**src/rtl/lab8_pkg.sv**
```systemverilog
// Shared definitions for the Lab8 down timer: FSM state encodings and default count width.
package lab8_pkg;

    typedef enum logic [1:0] {
        IDLE    = 2'd0,
        COUNT   = 2'd1,
        EXPIRED = 2'd2
    } state_t;

    localparam int DEFAULT_WIDTH = 16;

endpackage

```
**src/rtl/lab8_prescaler.sv**
```systemverilog
// Enable divider: asserts tick on every PRESCALE-th enabled cycle; clear restarts the period.
module lab8_prescaler #(
    parameter int PRESCALE = 1
) (
    input  logic clock,
    input  logic reset,
    input  logic clear,
    input  logic E,
    output logic tick
);

    localparam int PW = (PRESCALE > 1) ? $clog2(PRESCALE) : 1;
    localparam logic [PW-1:0] LAST = PW'(PRESCALE - 1);

    logic [PW-1:0] cnt;

    always_ff @(posedge clock or posedge reset) begin
        if (reset) begin
            cnt <= '0;
        end else if (clear) begin
            cnt <= '0;
        end else if (E) begin
            cnt <= (cnt == LAST) ? '0 : cnt + PW'(1);
        end
    end

    // Combinational so the timer decrements on the same edge the period wraps.
    assign tick = E && (cnt == LAST);

endmodule

```
**src/rtl/lab8_down_timer.sv**
```systemverilog
// Loadable down-counting timer with pause, prescaler, registered expiry pulse and optional auto-reload.
module lab8_down_timer
    import lab8_pkg::*;
#(
    parameter int WIDTH    = DEFAULT_WIDTH,
    parameter int PRESCALE = 1,
    parameter bit RELOAD   = 1'b0
) (
    input  logic             clock,
    input  logic             reset,
    input  logic             E,
    input  logic             load,
    input  logic [WIDTH-1:0] D,
    output logic [WIDTH-1:0] Q,
    output logic             zero,
    output logic             done,
    output logic             busy,
    output logic [1:0]       dbg_state
);

    state_t           state, state_n;
    logic [WIDTH-1:0] q_n;
    logic [WIDTH-1:0] rld;
    logic             done_n;
    logic             tick;

    lab8_prescaler #(.PRESCALE(PRESCALE)) u_prescaler (
        .clock (clock),
        .reset (reset),
        .clear (load),
        .E     (E && (state == COUNT)),
        .tick  (tick)
    );

    always_ff @(posedge clock or posedge reset) begin
        if (reset) begin
            state <= IDLE;
            Q     <= '0;
            rld   <= '0;
            done  <= 1'b0;
        end else begin
            state <= state_n;
            Q     <= q_n;
            done  <= done_n;
            if (load) rld <= D;
        end
    end

    // load wins over everything; only COUNT with a prescaler tick moves Q.
    always_comb begin
        state_n = state;
        q_n     = Q;
        done_n  = 1'b0;
        if (load) begin
            q_n     = D;
            state_n = (D != '0) ? COUNT : IDLE;
        end else if (state == COUNT && tick) begin
            if (Q > WIDTH'(1)) begin
                q_n = Q - WIDTH'(1);
            end else if (Q == WIDTH'(1)) begin
                done_n = 1'b1;
                if (RELOAD) begin
                    q_n = rld;
                end else begin
                    q_n     = '0;
                    state_n = EXPIRED;
                end
            end
        end
    end

    assign zero      = (Q == '0);
    assign busy      = (state == COUNT);
    assign dbg_state = state;

endmodule

```
**config.mk**
```make
export PLATFORM = sky130hd
export DESIGN_NAME = lab8_down_timer
export DESIGN_NICKNAME = d
export VERILOG_FILES = /design/src/rtl/lab8_pkg.sv /design/src/rtl/lab8_prescaler.sv /design/src/rtl/lab8_down_timer.sv
export SDC_FILE = /design/constraint.sdc
export NUM_CORES = 1
export LEC_CHECK = 0
export CELL_PAD_IN_SITES_DETAIL_PLACEMENT = 1
export CELL_PAD_IN_SITES_GLOBAL_PLACEMENT = 1
export CORE_ASPECT_RATIO = 0.75
export CORE_MARGIN = 2
export CORE_UTILIZATION = 40
export DETAILED_ROUTE_END_ITERATION = 6
export DONT_BUFFER_PORTS = 1
export PLACE_DENSITY = 0.85
export SYNTH_ARGS = -nofsm -noshare
export SYNTH_HDL_FRONTEND = slang
export SYNTH_SLANG_ARGS = --single-unit
```
**constraint.sdc**
```tcl
create_clock -name clock -period 1.7 [get_ports clock]
set_input_delay 0.17 -clock clock [delete_from_list [all_inputs] [get_ports clock]]
set_output_delay 0.17 -clock clock [all_outputs]
set_load 0.01 [all_outputs]
```
==> impl_results.md <==
* Outcome: complete, but fails checks
* Failing checks: hold timing, setup timing
* Row cnt at 18
* Min cycle time layout at 1.94 ns
* Synth Net Count at 183
* Most common cell after layout, fill and taps aside: buf_4
* # DRC at 0
* Most frequent cells in the layout: buf_4 (38), nand2_1 (17), dfrtp_1 (14)
* CP required at 1.84 ns
* DR iter-0 viols at 165
* Crit path launch: Q[0]
* Levels on crit path at 4
* 1st-pass router iterations at 4
* FF-to-FF setup slack at -0.24 ns
* Placer congestion estimate at roughly 0.9
* Asr flop ratio synth at 100%
* Leakage at 0.810 nW
* Clk pwr share at 24.0%
* Switch share at 36.9%
* Final setup fails at 17
* Clock slew at reported path FFs at 0.08 ns
* Worst-case clock buffer depth at 2
* Max rail drop VDD at 0.000517 V
* Synthesized area per cell at roughly 8.3 um^2
* Worst Setup EP: Q[9]
* Crit path DAT at approximately 2.1 ns
* Synth Instances at 160
* Yosys warnings at 0
* Initial core utilization at approximately two fifths
* Number of synthesized flops with an enable pin at 0
* RSZ-0062 raised after global routing: yes
* Largest net degree at the start of global routing at 42
* Cells after DPL at 229
* Psw at 520 uW
* DRT antenna net count at 0
* Fill count at 374
* DRT Wirelength at between 6 and 7 mm
* Final slew viol count at 0
* Post-DR wirelength/cell at between 20 and 30 um
* Vias in the first global route at 1657
* IO Port Bufs at 0
* Hold Fails Final Rpt at 1
* Cell depth of the worst flop-to-flop path at 4
* Crit share post-route at 114%
* Global Route Usage Sum at 32.1%
* I/O Pins at 41
* Ant diodes at 0
* Die height at 53.9 um
* Final net count at 233
* Clk sinks at 19
* Die Footprint at 3800 um^2
* WP buf/inv at 0
* Clock Skews at ~0.0019 ns
* Fraction of layout cells with a size suffix above 1 at 49.3%
* CP top delay family: simple AND/OR/NAND/NOR gates
* Die W at approximately 71 um
* Initial antenna violation count at 0
* Comb power frac at 37.0%
* Placed instance area at 1650 um^2
* Reg2reg start: Q[0]
* Yosys reg bits at 19
* MaxCap Viol Count at 0
* Critical path type: flip-flop to flip-flop
* Max stage delay on crit path at about 0.60 ns
* CTS tree: yes
* RR Endpoint: Q[9]
* Hold slack at -0.00655 ns
* Crit Path Max Fanout at 5
* Sum Neg Setup Slack at -1.40 ns
* Post-Syn Area at 1330 um^2
* Worst-path cell chain: or4_4, or3_1, a21oi_1, o311ai_1
* GR Overflow Total at 0
* Part of the power in registers at about two fifths
* Pint at 890 uW
* Relative slew slack at approximately 47%
* Post-layout util at a little under two thirds
* Fmax at 516 MHz
* Final std cells w/o fill at 249
* Design area at 2050 um^2
* Skew-Pair Late Insertion Delay at 0.27 ns
* Sequential fraction of the synthesis area at 35.8%
* Worst-Margin Slew at 0.800 ns
* Unique masters post-synth at 43
* Number of CTS-inserted buffers at 3
* Vias post-DR at 1624
* Vias per inst at 6.52
* Root Buffer: clkbuf_8
* Hold Path Class: input pin to flip-flop
* First-pass GRT wire length at 8.94 mm
* CORE AREA at 3220 um^2
* PnR worst setup slack at -0.237 ns
* Crit path max-delay cell type: or4_4
* Ys flop type: dfrtp_1
* HPWL Detailed at 3.67 mm
* Area growth syn-to-layout at 54.6%
* Startpoint types: flip-flop
* CTS H-Tree Depth at 1
* Setup crit end kind: flip-flop
* P per Cell Area at 687 nW/um^2
## cell type report
class | instances | area [um^2] | share of cell area (%)
multi-input combinational | 126 | 987 | 48.1
sequential | 19 | 482 | 23.5
timing repair buffer | 52 | 455 | 22.2
tap | 40 | 50.0 | 2.44
clock buffer | 4 | 45.0 | 2.20
inverter | 8 | 32.5 | 1.59
## worst min-delay path by stage
stage,start,endpoint,slack (ns),cells past startpoint
6_report,load,Q[15],-0.007,1
5_1_grt,load,Q[15],0.001,1
4_1_cts,load,Q[3],0.008,1
3_5_place_dp,load,dbg_state[1],0.24,1
3_3_place_gp,reset,Q[15],0.23,1
2_1_floorplan,reset,Q[10],0.12,1
## Yosys cell counts, drive strengths merged (3+ instances only)
cell | count | area share, %
nand2 | 20 | 5.7
nor2 | 8 | 2.3
ha | 3 | 2.8
nand2b | 4 | 1.9
nor3 | 8 | 3.0
a21oi | 17 | 6.4
inv | 8 | 2.3
o311ai | 3 | 2.0
dfrtp | 19 | 36
clkbuf | 4 | 1.1
o21ai | 12 | 4.5
nand4b | 3 | 2.0
nor4 | 11 | 6.3
buf | 3 | 2.1
nor2b | 5 | 2.4
and2 | 3 | 1.4
## power groups by stage
stage	combinational [mW]	sequential [mW]	clock [mW]
floorplan	0.176	0.575	0
detailed placement	0.377	0.544	0
CTS	0.427	0.537	0.335
global route	0.543	0.552	0.352
finish	0.522	0.548	0.339
global placement	0.356	0.539	0
## timing repair
action,in CTS,in global routing
gates cloned,0,1
buffers inserted,8,3
resized for setup,25,35
pin swaps,7,16
setup endpoints to repair,13,19
hold endpoints to repair,21,1
hold buffers,2,2
## layer usage
| metal | vias up | wire length [um] | track usage, % |
|---|---|---|---|
| li1 | 693 | - | - |
| met1 | 816 | 2870 | 39.4 |
| met2 | 90 | 3250 | 53.8 |
| met3 | 25 | 592 | 8.43 |
| met4 | 0 | 259 | 15.1 |
| met5 | - | 0 | 0 |
## through the flow
step           total power, mW  setup WS (ns)
3_5_place_dp             0.921         -0.151
6_report                  1.41         -0.237
3_3_place_gp             0.895        -0.0233
5_1_grt                   1.45         -0.259
2_1_floorplan            0.751        -0.0176
4_1_cts                   1.30        -0.0756
## flip-flops by register name, summed over array words and instances, names as in the netlist
register   flops
Q             16
done           1
dbg_state      2
## kinds of logic after synthesis
logic type / count (synthesis) / share of synthesized area [%]
adder cells (fa/ha/maj): 3 / 2.83
AND/OR/NAND/NOR: 78 / 33.7
multiplexers: 1 / 0.754
flip-flops: 19 / 35.8
AO/OA/AOI/OAI: 44 / 21.4
buffers and inverters: 15 / 5.47
Power figures use the tool's default switching activity.
